**config.mk**
```make
export PLATFORM = sky130hd
export DESIGN_NAME = text_console
export DESIGN_NICKNAME = d
export VERILOG_FILES = /design/src/rtl/text_console.sv
export SDC_FILE = /design/constraint.sdc
export NUM_CORES = 1
export LEC_CHECK = 0
export BUFFER_PORTS_ARGS = -buffer_cell sky130_fd_sc_hd__buf_2
export CORE_ASPECT_RATIO = 2
export CORE_MARGIN = 8
export CORE_UTILIZATION = 55
export CTS_CLUSTER_SIZE = 40
export DETAILED_ROUTE_END_ITERATION = 12
export HOLD_SLACK_MARGIN = 0.02
export MAX_ROUTING_LAYER = met4
export PLACE_DENSITY = 0.75
export SLEW_MARGIN = 20
export SYNTH_ARGS = -nofsm -noshare
export SYNTH_HDL_FRONTEND = slang
export SYNTH_SLANG_ARGS = --single-unit
```
**constraint.sdc**
```tcl
create_clock -name CLOCK_50 -period 3.2 [get_ports CLOCK_50]
set_input_delay 0.32 -clock CLOCK_50 [delete_from_list [all_inputs] [get_ports CLOCK_50]]
set_output_delay 0.32 -clock CLOCK_50 [all_outputs]
set_load 0.05 [all_outputs]
```
**src/rtl/text_console.sv**
```systemverilog
// Terminal-style byte writer in front of the GPU text buffer: cursor tracking, control codes,
// hardware scroll and clear. Define TEXT_CONSOLE_TAB_EN to decode 0x09 as a tab to the next 8-column stop.
module text_console #(
  parameter int          ROWS      = 24,
  parameter int          COLS      = 80,
  parameter int          ADDR_W    = 11,
  parameter logic [7:0]  FILL_CHAR = 8'h20
) (
  input  logic                     CLOCK_50,
  input  logic                     reset,
  input  logic                     char_valid,
  input  logic [7:0]               char_data,
  output logic                     char_ready,
  output logic [ADDR_W-1:0]        buf_addr,
  output logic [7:0]               buf_wdata,
  output logic                     buf_we,
  input  logic [7:0]               buf_rdata,
  output logic [$clog2(ROWS)-1:0]  cursor_row,
  output logic [$clog2(COLS)-1:0]  cursor_col,
  output logic                     busy
);

  localparam int RW = $clog2(ROWS);
  localparam int CW = $clog2(COLS);
  localparam logic [ADDR_W-1:0] COLS_A    = ADDR_W'(COLS);
  localparam logic [ADDR_W-1:0] LAST_DST  = ADDR_W'((ROWS-1)*COLS-1);
  localparam logic [ADDR_W-1:0] LAST_ROW  = ADDR_W'((ROWS-1)*COLS);
  localparam logic [ADDR_W-1:0] LAST_CELL = ADDR_W'(ROWS*COLS-1);
  localparam logic [RW-1:0]     ROW_MAX   = RW'(ROWS-1);
  localparam logic [CW-1:0]     COL_MAX   = CW'(COLS-1);

  typedef enum logic [2:0] {IDLE, SCROLL_RD, SCROLL_WR, CLEAR_ROW, CLEAR_ALL} state_t;

  state_t             state;
  logic               pend_wr;
  logic [ADDR_W-1:0]  dst;
  logic [7:0]         wdata_q;
  logic [ADDR_W-1:0]  cur_addr;

  logic [RW-1:0]      nx_row;
  logic [CW-1:0]      nx_col;
  logic               do_wr, adv, to_scroll, to_clear;
  logic [ADDR_W-1:0]  wr_addr;
  logic [7:0]         wr_data;
`ifdef TEXT_CONSOLE_TAB_EN
  logic [CW:0]        tab_col;
`endif

  assign cur_addr = ADDR_W'(cursor_row) * COLS_A + ADDR_W'(cursor_col);
  // Scroll copies the read data straight through; everything else writes the registered byte.
  assign buf_wdata = (state == SCROLL_WR) ? buf_rdata : wdata_q;

  always_comb begin
    nx_row    = cursor_row;
    nx_col    = cursor_col;
    do_wr     = 1'b0;
    adv       = 1'b0;
    to_scroll = 1'b0;
    to_clear  = 1'b0;
    wr_addr   = cur_addr;
    wr_data   = char_data;
`ifdef TEXT_CONSOLE_TAB_EN
    tab_col   = {1'b0, cursor_col[CW-1:3], 3'b000} + (CW+1)'(8);
`endif
    if (char_data >= 8'h20 && char_data <= 8'h7E) begin
      do_wr = 1'b1;
      if (cursor_col == COL_MAX) begin
        nx_col = '0;
        adv    = 1'b1;
      end else begin
        nx_col = cursor_col + CW'(1);
      end
    end else begin
      case (char_data)
        8'h0D: nx_col = '0;
        8'h0A: begin
          nx_col = '0;
          adv    = 1'b1;
        end
        8'h08: if (cursor_col != '0) begin
          nx_col  = cursor_col - CW'(1);
          do_wr   = 1'b1;
          wr_data = FILL_CHAR;
          wr_addr = cur_addr - ADDR_W'(1);
        end
        8'h0C: begin
          nx_row   = '0;
          nx_col   = '0;
          to_clear = 1'b1;
        end
`ifdef TEXT_CONSOLE_TAB_EN
        8'h09: if (tab_col >= (CW+1)'(COLS)) begin
          nx_col = '0;
          adv    = 1'b1;
        end else begin
          nx_col = tab_col[CW-1:0];
        end
`endif
        default: ;
      endcase
    end
    if (adv) begin
      if (cursor_row < ROW_MAX) nx_row = cursor_row + RW'(1);
      else                      to_scroll = 1'b1;
    end
  end

  always_ff @(posedge CLOCK_50 or negedge reset) begin
    if (!reset) begin
      state      <= IDLE;
      pend_wr    <= 1'b0;
      dst        <= '0;
      wdata_q    <= '0;
      buf_addr   <= '0;
      buf_we     <= 1'b0;
      char_ready <= 1'b0;
      busy       <= 1'b0;
      cursor_row <= '0;
      cursor_col <= '0;
    end else begin
      case (state)
        IDLE: begin
          buf_we     <= 1'b0;
          char_ready <= 1'b1;
          if (char_valid && char_ready) begin
            cursor_row <= nx_row;
            cursor_col <= nx_col;
            if (do_wr) begin
              buf_we   <= 1'b1;
              buf_addr <= wr_addr;
              wdata_q  <= wr_data;
            end
            if (to_clear) begin
              state      <= CLEAR_ALL;
              buf_addr   <= '0;
              wdata_q    <= FILL_CHAR;
              buf_we     <= 1'b1;
              char_ready <= 1'b0;
              busy       <= 1'b1;
            end else if (to_scroll) begin
              state      <= SCROLL_RD;
              dst        <= '0;
              char_ready <= 1'b0;
              busy       <= 1'b1;
              // A printable at the last cell occupies the first scroll cycle with its own write.
              pend_wr    <= do_wr;
              if (!do_wr) buf_addr <= COLS_A;
            end
          end
        end
        SCROLL_RD: begin
          if (pend_wr) begin
            pend_wr  <= 1'b0;
            buf_we   <= 1'b0;
            buf_addr <= dst + COLS_A;
          end else begin
            state    <= SCROLL_WR;
            buf_addr <= dst;
            buf_we   <= 1'b1;
          end
        end
        SCROLL_WR: begin
          dst <= dst + ADDR_W'(1);
          if (dst == LAST_DST) begin
            state    <= CLEAR_ROW;
            buf_addr <= LAST_ROW;
            wdata_q  <= FILL_CHAR;
            buf_we   <= 1'b1;
          end else begin
            state    <= SCROLL_RD;
            buf_addr <= dst + ADDR_W'(1) + COLS_A;
            buf_we   <= 1'b0;
          end
        end
        CLEAR_ROW, CLEAR_ALL: begin
          if (buf_addr == LAST_CELL) begin
            state      <= IDLE;
            buf_we     <= 1'b0;
            char_ready <= 1'b1;
            busy       <= 1'b0;
          end else begin
            buf_addr <= buf_addr + ADDR_W'(1);
          end
        end
        default: state <= IDLE;
      endcase
    end
  end

endmodule

```
Word level (Yosys, flattened, before mapping)
Index checks and enable logic that the tools add are counted.
{"block": "totals", "ff_bits": 49, "in_bits": 19, "out_inout_bits": 34, "word_cells": 135}
{"block": "op_classes", "mul": 1, "eq_ne": 21, "n_addsub": 9, "magnitude_cmp": 3, "reduce_logical": 21, "n_mux": 70}
{"op": "2-to-1 mux 11 bit", "n": 14}
{"op": "2-to-1 mux 8 bit", "n": 8}
{"op": "case mux 11 bit (4 select lines)", "n": 1}
{"op": "== test 8 x 4 -> 1 bit, second input constant", "n": 4}
{"op": "2-to-1 mux 1 bit", "n": 26}
{"op": "AND reduction 4 bit", "n": 6}
{"op": "adder 11 x 1 -> 11 bit, second input constant", "n": 2}
{"op": "adder 11 x 7 -> 11 bit, second input constant", "n": 2}
{"op": "== test 11 bit, second input constant", "n": 2}
{"op": "case mux 11 bit (2 select lines)", "n": 1}
{"op": "2-to-1 mux 7 bit", "n": 3}
{"op": "2-to-1 mux 5 bit", "n": 4}
{"op": "case mux 8 bit (2 select lines)", "n": 1}
{"op": "2-to-1 mux 3 bit", "n": 5}
{"op": "case mux 7 bit (2 select lines)", "n": 1}
{"op": "!= test 2 bit, second input constant", "n": 6}
{"op": "case mux 3 bit (4 select lines)", "n": 1}
{"op": "adder 11 x 7 -> 11 bit", "n": 1}
{"op": "subtractor 11 x 1 -> 11 bit, second input constant", "n": 1}
{"op": "!= test 3 bit, second input constant", "n": 3}
{"op": "greater-or-equal comparator 8 x 6 -> 1 bit, second input constant", "n": 1}
{"op": "<= comparator 8 x 7 -> 1 bit, second input constant", "n": 1}
{"op": "adder 7 x 1 -> 7 bit, second input constant", "n": 1}
{"op": "== test 7 bit, second input constant", "n": 1}
{"op": "other kinds (21)", "n": 29}

Depth between registers and ports, before layout
Gate-level depths: netlist of run 1.
{"block": "logic_depth", "depth_word": 12, "ltp_mapped": 11, "mapped_depth_nobuf": 9}

Least setup slack after synthesis of run 1
OpenSTA, ideal clock, no wires.
{"block": "synth_path", "path_kind": "register to register", "startpoint": "register cursor_row[1]", "endpoint": "register buf_addr[10]", "arrival_time_ns": 2.695, "required_time_ns": 3.057, "synth_period_minus_slack_ns": 2.837, "n_path_buf": 0, "stages_incl_launch_ff": 10, "setup_slack_ns": 0.363, "setup_ns": 0.143, "path_cell_list": "dfrtp_1 -> ha_1 -> ha_1 -> fa_1 -> nand2_1 -> nor3_1 -> xnor3_1 -> and2_1 -> mux2i_1 -> o221ai_1"}
{"block": "synth_between", "elab_chain_cells": 12, "elab_cells_between_ends": 15, "cone_classes": "2 x add/sub; 1 x mul; 1 x order compare; 11 x mux"}
{"element": "start: declaration", "line_no": "18", "text": "output logic [$clog2(ROWS)-1:0] cursor_row,"}
{"element": "start signal: assignment", "line_no": "126", "text": "cursor_row <= nx_row;"}
{"element": "multiplier 5 x 3 -> 7 bit", "line_no": "49", "text": "assign cur_addr = ADDR_W'(cursor_row) * COLS_A + ADDR_W'(cursor_col);"}
{"element": "adder 11 x 7 -> 11 bit", "line_no": "49"}
{"element": "subtractor 11 x 1 -> 11 bit", "line_no": "84", "text": "wr_addr = cur_addr - ADDR_W'(1);"}
{"element": "2-to-1 mux 11 bit", "line_no": "80", "text": "8'h08: if (cursor_col != '0) begin"}
{"element": "2-to-1 mux 11 bit", "line_no": "74", "text": "case (char_data)"}
{"element": "2-to-1 mux 11 bit", "line_no": "65", "text": "if (char_data >= 8'h20 && char_data <= 8'h7E) begin"}
{"element": "2-to-1 mux 11 bit", "line_no": "128", "text": "if (do_wr) begin"}
{"element": "2-to-1 mux 11 bit", "line_no": "147", "text": "if (!do_wr) buf_addr <= COLS_A;"}
{"element": "2-to-1 mux 11 bit (*)", "line_no": "140", "text": "end else if (to_scroll) begin"}
{"element": "2-to-1 mux 11 bit (*)", "line_no": "133", "text": "if (to_clear) begin"}
{"element": "2-to-1 mux 11 bit (*)", "line_no": "125", "text": "if (char_valid && char_ready) begin"}
{"element": "case mux 11 bit (4 select lines) (*)", "line_no": "121", "text": "case (state)"}
{"element": "end signal: assignment", "line_no": "130", "text": "buf_addr <= wr_addr;"}
{"element": "end signal: assignment", "line_no": "155", "text": "buf_addr <= dst + COLS_A;"}
{"element": "end signal: assignment", "line_no": "158", "text": "buf_addr <= dst;"}
{"element": "end: declaration", "line_no": "14", "text": "output logic [ADDR_W-1:0] buf_addr,"}
Mark *: on every way between the ends. The rest lies on a longest branch, timed or not. The select of a mux whose other input is x is not followed.
A chain may end at the register's enable or synchronous reset.

Final worst setup path of run 1
Ends and elaborated chain as after synthesis.

==> results.md, run 1 <==
* Run status: finished, final reports clean
* Worst Setup SP: cursor_row[1]
* Total CTS buffers at 5
* Sw frac at 25.7%
* Setup repair after global routing missed its margin: false
* Critical path required time at 3.36 ns
* Main synth FF type: dfrtp_1
* Compound-gate portion of the synthesized area at 27.8%
* Cell Pwr Density at 259 nW/um2
* # hold bufs at CTS at 0
* Crit path DAT at about 3.0 ns
* Reg2reg start: cursor_row[1]
* Core area at roughly 8200 um2
* Initial DRC count at 326
* Setup Crit Path Kind: reg -> reg
* Slew headroom at 34.7%
* ANT nets after route at 0
* Pin count of the biggest net entering global routing at 42
* Layout cells sized above 1 at 17.2%
* First-pass GRT wire length at between 20000 and 25000 um
* YS warnings at 0
* Int Pwr at between 900 and 1000 uW
* Max FO, Critical Path at 8
* Area of the multi-input gates at around 3100 um2
* CTS tree: built
* Worst Hold Class: in -> async
* Fmax achieved at ~350 MHz
* Crit path max-delay cell type: fa_1
* Sequential fraction of the synthesis area at 26.9%
* DR vias at ~4700
* Avg Inst Size Synth at ~8 um2
* DRC violations left at 0
* FF+latch count, synth at ~50
* Pins Over Slew Limit at 0
* Critical Path Source Type: register
* Initial antenna violation count at 0
* Row count at 47
* EDFF count, synth at 0
* Worst Hold Slack at ~0.18 ns
* Synth Area in XOR/XNOR at between 6 and 7%
* Drt total wl at 15700 um
* Setup-failing EPs final at 0
* Minimum clock period at ~2.8 ns
* CTS clk-pin slew, worst paths at 0.07 ns
* Clock skew at about 0.0064 ns
* Leakage at 0.00218 uW
* Root Driver: clkbuf_16
* # H-tree levels at 2
* Crit-path cells: ha_1, ha_1, fa_1, nand2_1, nor3_1, xor2_1, nand4_1, mux2i_1, o221ai_1
* Vias in the first global route at about 4700
* Final period utilization at between 80% and 90%
* Net Count, Synth at 608
* PostCTS Resize Cnt at 0
* GPL Wtd Cong at roughly 1
* Switching power at 338 uW
* Synthesized cell area at between 4000 and 5000 um2
* Logic pwr share at between 7 and 8%
* Synth unique cells at 85
* Layout fillers at around 750
* Worst VDD drop at ~290 uV
* Post-synthesis simple-gate area fraction at 26.9%
* Drt via density at about 6.6
* Final Instance Area at about 5000 um2
* Post-CTS Setup Inserts at 0
* Clock latency on the worst-skew pair at around 0.3 ns
* Area Overhead vs Synth at 11.4%
* Fraction of registers with async set or reset after synthesis at 100%
* Register area at about 1200 um2
* Setup tns final at 0 ns
* Synth Area in Adders at 5.54%
* Clk buf depth at 2
* Flop pwr share at 47.0%
* Nets at between 600 and 700
* Cells after Synth at 570
* DR WL/cell at roughly 22 um
* Slowest cell delay on critical path at 0.60 ns
* Ports at 53
* Critical path endpoint category: register
* Endpoints failing hold at 0
* Die area at 11600 um2
* Diodes inserted at 0
* Die Span Y at about 140 um
* Mux share of post-synthesis cell area at ~1.8%
* Die width at roughly 80 um
* Maxcap violations at 0
* Grt total ovfl at 0
* Measured slew at the worst slew-check pin at 0.979 ns
* CP most frequent cell: ha_1
* Clock Power Share at between 40% and 50%
* PortBufs at 52
* Clock sink total at ~50
* Global Route Usage Sum at approximately 28%
* Area post-placement at around 4900 um2
* DP Wirelength at approximately 12000 um
* Largest family of logic cells by synthesized area: compound AO/OA/AOI/OAI gates
* DRT Pass-1 Iters at 6
* Initial core utilization at a little under three fifths
[stage by stage]
step	util [%]	setup WS [ns]	power [uW]	std cells
2_1_floorplan	-	0.363	685	570
3_3_place_gp	60.2	0.517	732	706
3_5_place_dp	60.2	0.392	733	706
4_1_cts	62.1	0.386	1310	714
5_1_grt	62.1	0.121	1350	714
6_report	62.1	0.365	1320	714
[metal layers]
layer	share of wire (%)	GRT usage [%]
met5	0	-
met1	34	26.4
met3	4.6	3.53
met4	7.8	21.4
met2	54	50.4
[worst paths after layout]
check | slack (ns) | to | cells after the start
worst min-delay path | 0.18 | cursor_col[5] | 1
worst min register to register | 0.48 | busy | 1
min in group CLOCK_50 | 0.30 | wdata_q[1] | 3
worst max register to register | 0.36 | buf_addr[10] | 9
worst max-delay path | 0.36 | buf_addr[10] | 9
max in group asynchronous | 2.29 | buf_addr[10] | 2
[logic make-up (layout without fill, tap and decap cells)]
family	Yosys count	in the layout
AO/OA/AOI/OAI	181	181
XOR/XNOR	33	33
adder cells (fa/ha/maj)	19	19
buffers and inverters	45	91
flip-flops	49	49
multiplexers	8	8
AND/OR/NAND/NOR	235	235
[power by group through the flow]
stage | registers, uW | logic, uW | clock network [uW]
2_1_floorplan | 631 | 54.3 | 0
3_3_place_gp | 631 | 101 | 0
3_5_place_dp | 631 | 102 | 0
4_1_cts | 619 | 103 | 590
5_1_grt | 618 | 112 | 616
6_report | 619 | 103 | 595
[state kept, by name, indices dropped and copies added (netlist names)]
register    flops
busy            1
state           3
cursor_row      5
char_ready      1
buf_we          1
wdata_q         8
dst            11
pend_wr         1
cursor_col      7
buf_addr       11
[cell usage after synthesis, types with 4 or more instances]
library cell  number  area [um2]
buf_2             10        50.1
xor2_1            11        96.3
inv_1             15        56.3
or3_1              6        37.5
buf_1              4        15.0
nor4_1             8        50.1
nor2b_1            6        37.5
o211ai_1           5        37.5
nor3_2             5        50.1
mux2i_1            6        60.1
nor2_1            39         146
a211oi_1           7        52.6
o31ai_1            4        30.0
nand2_1           86         323
clkbuf_1          12        45.0
xnor2_1           21         184
o22ai_1            7        43.8
a31oi_1           12        75.1
nand4_1            7        43.8
ha_1              17         213
dfrtp_1           49        1230
and4_1             7        61.3
a21oi_1           33         165
nand3_1           17        85.1
o221ai_1           5        43.8
o21ai_1           14        70.1
o21ai_0           32         160
nor3_1            25         125
o21a_1             8        60.1
a22o_1             5        43.8
and2_1             4        25.0
[cell usage in the layout (no fill, tap or decap), types with 12 or more instances in the layout]
cell / n
ha_1: 17
nand2_1: 86
a21oi_1: 32
nor3_1: 24
buf_4: 15
inv_1: 15
xnor2_1: 21
nand3_1: 17
o21ai_0: 32
a31oi_1: 12
buf_2: 52
o21ai_1: 14
nor2_1: 39
dfrtp_1: 49
[layout make-up]
class / instances / share of cell area, %
multi-input cells: 476 / 61.8
clock inverters: 1 / 0.0985
flip-flops and latches: 49 / 24.1
clock buffers: 7 / 3.00
repair buffers: 67 / 7.34
well taps: 98 / 2.41
inverters: 16 / 1.18
[worst max-delay path, delay by kind of cell, from the launching register on]
kind                     cells  cell delay (ns)
adder cells (fa/ha/maj)      3             1.16
flip-flops                   1             0.48
AND/OR/NAND/NOR              3             0.47
XOR/XNOR                     1             0.25
multiplexers                 1             0.22
AO/OA/AOI/OAI                1             0.13
Power figures use the tool's default switching activity.
==> run 2, diff against run 1 <==
--- a/config.mk
+++ b/config.mk
@@ -7,7 +7,6 @@
 export LEC_CHECK = 0
 export BUFFER_PORTS_ARGS = -buffer_cell sky130_fd_sc_hd__buf_2
 export CORE_ASPECT_RATIO = 2
-export CORE_MARGIN = 8
 export CORE_UTILIZATION = 55
 export CTS_CLUSTER_SIZE = 40
 export DETAILED_ROUTE_END_ITERATION = 12
==> run 2 against run 1 <==
  * Sequential cell count unchanged
  * Combinational power barely moved
  * Via count down 0.32%
  * First-iteration DRC count increased by 12%
  * Maximum frequency down 3.4%
  * Critical path depth stayed put
  * Final cell count down 0.70%
  * Global-route usage grew 9.3 points
  * Sequential share of layout area up 0.16 points
  * Largest cell class unchanged
  * Largest power group unchanged
  * Highest routed layer unchanged
==> results.md, run 2 (synthesized netlist as in run 1, its figures left out) <==
* CTS tree: built
* Setup tns final at 0 ns (unchanged)
* Initial antenna violation count at 0 (unchanged)
* Clock skew at 0.00664 ns (+0.000281 ns)
* PostCTS Resize Cnt at 0 (unchanged)
* ANT nets after route at 0 (unchanged)
* Diodes inserted at 0 (unchanged)
* Grt total ovfl at 0 (unchanged)
* Top Registers: buf_addr x11, dst x11, wdata_q x8
* DR WL/cell at 21.3 um (-2.9%)
* Die width at 66.4 um (-17%)
* Global Route Usage Sum at 37.6% (+9.3 points)
* Initial core utilization at 57.0% (+1.2 points)
* Endpoints failing hold at 0 (unchanged)
* # H-tree levels at 2 (unchanged)
* Layout cells sized above 1 at 16.6% (-0.57 points)
* CTS clk-pin slew, worst paths at 0.07 ns (about the same)
* Area post-placement at 4900 um2 (-0.36%)
* Most frequent cells in the layout: nand2_1, buf_2, dfrtp_1, nor2_1
* Drt via density at 6.64 (+0.39%)
* GPL Wtd Cong at 0.976 (-2.0%)
* Setup repair after global routing missed its margin: false
* Flop pwr share at 48.6% (+1.6 points)
* Setup slack, reg-to-reg at 0.27 ns (-0.10 ns)
* Max FO, Critical Path at 8 (unchanged)
* Total CTS buffers at 5 (unchanged)
* First-pass GRT wire length at 23200 um (-6.6%)
* Clock Power Share at 43.4% (-1.8 points)
* Logic pwr share at 8.0% (+0.2 points)
* Switching power at 320 uW (-5.3%)
* Worst VDD drop at 217 uV (-26%)
* Minimum clock period at 2.93 ns (+0.0984 ns)
* Die area at 8680 um2 (-25%)
* Final Worst Setup Slack at 0.266 ns (-0.0984 ns)
* Run status: finished, final reports clean
* Critical path required time at 3.36 ns (about the same)
* Vias in the first global route at 4531 (-3.9%)
* Initial DRC count at 366 (+12%)
* Clock latency on the worst-skew pair at 0.29 ns (about the same)
* # hold bufs at CTS at 0 (unchanged)
* Maxcap violations at 0 (unchanged)
* Clk buf depth at 2 (unchanged)
* Pin count of the biggest net entering global routing at 35 (-17%)
* DR vias at 4709 (-0.32%)
* Slew headroom at 41.3% (+6.6 points)
* Worst Hold Class: in -> async
* Critical path endpoint category: register
* Core area at 8000 um2 (-2.1%)
* DRC violations left at 0 (unchanged)
* Fmax achieved at 341 MHz (-3.4%)
* Final period utilization at 91.7% (+3.1 points)
* Row count at 46 (-2.1%)
* Worst Setup SP: cursor_row[1]
* Critical Path Source Type: register
* Drt total wl at 15100 um (-3.6%)
* Critical Path End: buf_addr[9]
* Ports at 53 (unchanged)
* Area Overhead vs Synth at 10.6%
* DRT Pass-1 Iters at 5 (-1)
* FF-to-FF End: buf_addr[9]
* Pins Over Slew Limit at 0 (unchanged)
* Most common cell after layout, fill and taps aside: nand2_1
* Crit path DAT at 3.09 ns (+0.09 ns)
* Nets at 651 (-0.31%)
* Clock sink total at 49 (unchanged)
* DP Wirelength at 11800 um (-4.1%)
* Setup Crit Path Kind: reg -> reg
* Sw frac at 25.1% (-0.56 points)
* Root Driver: clkbuf_16
* Cell Pwr Density at 253 nW/um2 (-2.6%)
* Setup-failing EPs final at 0 (unchanged)
* PortBufs at 52 (unchanged)
* Leakage at 0.00216 uW (-0.90%)
* Post-CTS Setup Inserts at 0 (unchanged)
* Reg2reg start: cursor_row[1]
* Path depth of the worst reg2reg path at 9 (unchanged)
* Int Pwr at 954 uW (-2.5%)
* Total power at 1270 uW (-3.2%)
* Measured slew at the worst slew-check pin at 0.880 ns (-0.0991 ns)
* Die Span Y at 131 um (-9.7%)
* Final Instance Area at 5050 um2 (-0.64%)
* Pre-CTS setup slack at 0.292 ns (-0.100 ns)
-- run 2: changes by cell type in the layout (fill, tap and decap cells not counted) --
cell	previous run	this run
buf_4	15	13
clkinv_2	1	0
clkbuf_1	0	1
clkbuf_8	2	1
-- run 2: worst min-delay path by stage --
stage | from | slack [ns] | cells after the start | end
6_report | reset | 0.14 | 1 | cursor_col[5]
3_3_place_gp | busy | 0.46 | 1 | busy
4_1_cts | reset | 0.16 | 1 | cursor_col[5]
2_1_floorplan | reset | 0.02 | 0 | buf_addr[0]
5_1_grt | reset | 0.20 | 1 | cursor_col[5]
3_5_place_dp | reset | 0.47 | 1 | cursor_col[5]
-- run 2: final cells by class --
type,count,area [um2]
flip-flops and latches,49,1230
multi-input cells,476,3140
well taps,96,120
clock buffers,7,143
inverters,16,60.1
fillers,752,2950
repair buffers,65,358
-- run 2: per-layer routing --
metal	vias up	wire length [um]	global-route usage, %
met5	-	0	-
met4	0	1350	31.2
met3	80	595	4.43
met2	163	8010	65.7
met1	2246	5150	35.6
li1	2220	-	-
-- run 2: through the flow --
stage,std cells,hold WS (ns),utilization (%)
final,709,0.143,63.1
after global routing,709,0.203,63.1
after CTS,709,0.162,63.1
after detailed placement,702,0.470,61.3
after global placement,702,0.461,61.3
after floorplan,570,0.0244,-
-- run 2: worst max-delay path, cell delays in order (launching register included) --
cell,delay [ns]
dfrtp_1,0.49
ha_1,0.34
ha_1,0.22
fa_1,0.62
nand2_1,0.11
nor3_1,0.18
xor2_1,0.31
a211oi_1,0.09
nor3_1,0.30
o221ai_1,0.15
-- run 2: power by group through the flow --
stage | clock network, uW | logic (uW) | registers (uW)
5_1_grt | 578 | 112 | 619
3_3_place_gp | 0 | 99.9 | 631
3_5_place_dp | 0 | 102 | 631
2_1_floorplan | 0 | 54.3 | 631
6_report | 554 | 102 | 619
4_1_cts | 553 | 102 | 619
==> run 3, diff against run 2 <==
--- a/config.mk
+++ b/config.mk
@@ -5,6 +5,7 @@
 export SDC_FILE = /design/constraint.sdc
 export NUM_CORES = 1
 export LEC_CHECK = 0
+export ABC_AREA = 1
 export BUFFER_PORTS_ARGS = -buffer_cell sky130_fd_sc_hd__buf_2
 export CORE_ASPECT_RATIO = 2
 export CORE_UTILIZATION = 55
==> run 3 against run 2 <==
  * Final cell count up 15%
  * Sequential power about the same
  * Clock-buffer cell count down 1
  * Critical path depth up 7
  * Register-to-register slack better by 0.26 ns
  * Via count down 3.3%
  * Die area down 3.5%
  * Cell area down 3.2%
  * Sequential cell count unchanged
  * Sequential share of layout area up 0.82 points
  * Largest cell class unchanged
==> results.md, run 3 <==
* First-pass GRT wire length at 20800 um (-10%)
* Total CTS buffers at 5 (unchanged)
* Synth unique cells at 49 (-42%)
* Diodes inserted at 0 (unchanged)
* Main synth FF type: dfrtp_1
* GR Util met2 at 57.9% (-7.8 points)
* Fraction of registers with async set or reset after synthesis at 100% (unchanged)
* Grt met3 use at 5.05% (+0.63 points)
* Switching power at 286 uW (-11%)
* Ports at 53 (unchanged)
* Critical path required time at 3.39 ns (+0.03 ns)
* Global Route Usage Sum at 33.3% (-4.3 points)
* Cell Pwr Density at 248 nW/um2 (-1.7%)
* Cells after Synth at 664 (+16%)
* Critical Path Source Type: register
* Area share of the largest cell type after synthesis at 27.9% (+0.99 points)
* Flop pwr share at 51.1% (+2.5 points)
* WP buf/inv at 3 (+3)
* Core area at 7660 um2 (-4.3%)
* Net Count, Synth at 702 (+15%)
* Pin count of the biggest net entering global routing at 29 (-17%)
* Worst Hold Class: in -> reg
* Final period utilization at 83.6% (-8.1 points)
* Initial DRC count at 212 (-42%)
* Setup-failing EPs final at 0 (unchanged)
* DP Cell Count at 803 (+14%)
* Int Pwr at 927 uW (-2.9%)
* Layout cells sized above 1 at 17.1% (+0.49 points)
* Drt total wl at 12500 um (-17%)
* Layout Cells excl Fill at 812 (+15%)
* Clk buf depth at 2 (unchanged)
* DRT Pass-1 Iters at 5 (unchanged)
* Clock sink total at 49 (unchanged)
* DP Wirelength at 10200 um (-13%)
* Row count at 45 (-2.2%)
* Setup tns final at 0 ns (unchanged)
* Worst VDD drop at 433 uV (+99%)
* Grt total ovfl at 0 (unchanged)
* Measured slew at the worst slew-check pin at 0.538 ns (-0.342 ns)
* CTS clk-pin slew, worst paths at 0.07 ns (about the same)
* Avg Inst Size Synth at 6.63 um2 (-17%)
* Crit-path cells: ha_1, ha_1, fa_1, nand2_1, inv_1, nand2_1, nand2_1, inv_1, nor2_1, nand2_1, nand2_1, nand3_1, nand2_1, inv_1, nor2_1, nor2_1
* Area Overhead vs Synth at 11.0%
* Clock latency on the worst-skew pair at 0.29 ns (about the same)
* CP most frequent cell: nand2_1
* Final Core Density at 63.8% (+0.68 points)
* Clock Power Share at 43.3% (about the same)
* FF+latch count, synth at 49 (unchanged)
* Synth top area cells: dfrtp_1, nand2_1, nand3_1, inv_1, nor2_1
* Slew headroom at 64.2% (+23 points)
* Endpoints failing hold at 0 (unchanged)
* DR vias at 4553 (-3.3%)
* Sw frac at 23.6% (-1.6 points)
* Crit path max-delay cell type: fa_1
* Crit path DAT at 2.86 ns (-0.23 ns)
* Commonest cells in the netlist: nand2_1, inv_1, nor2_1
* Die area at 8380 um2 (-3.5%)
* Most common cell after layout, fill and taps aside: nand2_1
* GR peak layer: met2
* Minimum clock period at 2.68 ns (-0.258 ns)
* Initial antenna violation count at 0 (unchanged)
* Vias in the first global route at 4587 (+1.2%)
* Top-count cell post-synth: nand2_1
* Area leader, netlist: dfrtp_1
* Setup repair after global routing missed its margin: false
* Most frequent cells in the layout: nand2_1, inv_1, nor2_1, nand3_1, buf_2
* Critical path endpoint category: register
* Run status: finished, final reports clean
* Setup Crit Path Kind: reg -> reg
* EDFF count, synth at 0 (unchanged)
* Maxcap violations at 0 (unchanged)
* PostCTS Resize Cnt at 0 (unchanged)
* Met1 usage at 31.1% (-4.5 points)
* Logic pwr share at 5.6% (-2.4 points)
* Initial core utilization at 57.5% (+0.45 points)
* DRC violations left at 0 (unchanged)
* CTS tree: built
* ANT nets after route at 0 (unchanged)
* Pins Over Slew Limit at 0 (unchanged)
* Root Driver: clkbuf_16
* Max FO, Critical Path at 7 (-1)
* Top Registers: buf_addr x11, dst x11, wdata_q x8
* Synthesized cell area at 4400 um2 (-3.5%)
* Nets at 755 (+16%)
* Die width at 65.3 um (-1.7%)
* Drt via density at 5.61 (-16%)
* Slowest cell delay on critical path at 0.51 ns (-0.11 ns)
* Fmax achieved at 374 MHz (+9.7%)
* GPL Wtd Cong at 0.966 (-0.96%)
* Clock skew at 0.00484 ns (-0.00180 ns)
* DR WL/cell at 15.4 um (-28%)
* Delay-heaviest family, CP: adder cells
* Die Span Y at 128 um (-1.8%)
* Leakage at 0.00246 uW (+14%)
* # H-tree levels at 2 (unchanged)
* Sequential fraction of the synthesis area at 27.9% (+0.99 points)
* YS warnings at 0 (unchanged)
* PortBufs at 52 (unchanged)
[run 3: per-layer routing]
metal | part of all wire, % | wire (um) | vias to the layer above
li1 | - | - | 2282
met1 | 36 | 4510 | 2066
met2 | 53 | 6610 | 135
met3 | 3.1 | 391 | 70
met4 | 8.1 | 1020 | 0
met5 | 0 | 0 | -
[run 3: power groups by stage]
stage / logic [uW] / clock network (uW) / registers [uW]
floorplan: 29.3 / 0 / 631
global placement: 65.8 / 0 / 631
detailed placement: 67.0 / 0 / 631
CTS: 68.0 / 543 / 619
global route: 76.6 / 554 / 619
finish: 67.8 / 525 / 619
[run 3: worst paths after layout]
path / startpoint / slack, ns / cells after the start / to
max: cursor_row[1] / 0.52 / 16 / buf_addr[9]
min: char_data[3] / 0.30 / 3 / wdata_q[3]
max reg2reg: cursor_row[1] / 0.52 / 16 / buf_addr[9]
min reg2reg: wdata_q[7] / 0.50 / 2 / wdata_q[7]
max in group asynchronous: reset / 1.88 / 3 / wdata_q[1]
min in group asynchronous: reset / 0.53 / 2 / dst[3]
[run 3: cells by family after synthesis]
kind of cell | count (synthesis) | synth area share (%)
fa+ha+maj | 19 | 5.74
xor+xnor | 15 | 2.99
compound gates | 105 | 14.9
buf+inv | 105 | 9.89
flops | 49 | 27.9
simple gates | 371 | 38.6
[run 3: what timing repair did]
action | 4_1_cts | 5_1_grt
hold endpoints to repair | 18 | 0
buffers inserted | 0 | 0
hold buffers | 1 | 0
[run 3: area by class of cell]
cell class              instances  area [um2]
multi-input cells             510        2740
well taps                      94         118
clock buffers                   6         129
fillers                       749        2770
flip-flops and latches         49        1230
inverters                      94         362
repair buffers                 57         300
clock inverters                 2        10.0
[run 3: stage by stage]
| stage | hold slack, ns | worst slack [ns] | instance area, um2 | power (uW) |
|---|---|---|---|---|
| 4_1_cts | 0.298 | 0.529 | 4880 | 1230 |
| 6_report | 0.302 | 0.525 | 4880 | 1210 |
| 5_1_grt | 0.316 | 0.256 | 4880 | 1250 |
| 3_5_place_dp | 0.330 | 0.535 | 4730 | 698 |
| 2_1_floorplan | 0.0244 | 0.444 | 4400 | 660 |
| 3_3_place_gp | 0.313 | 0.629 | 4730 | 697 |
[run 3: tightest hold or removal path, stage by stage]
cell and delay (ns):
buf_2 0.10, nand3_1 0.09, o21ai_2 0.06
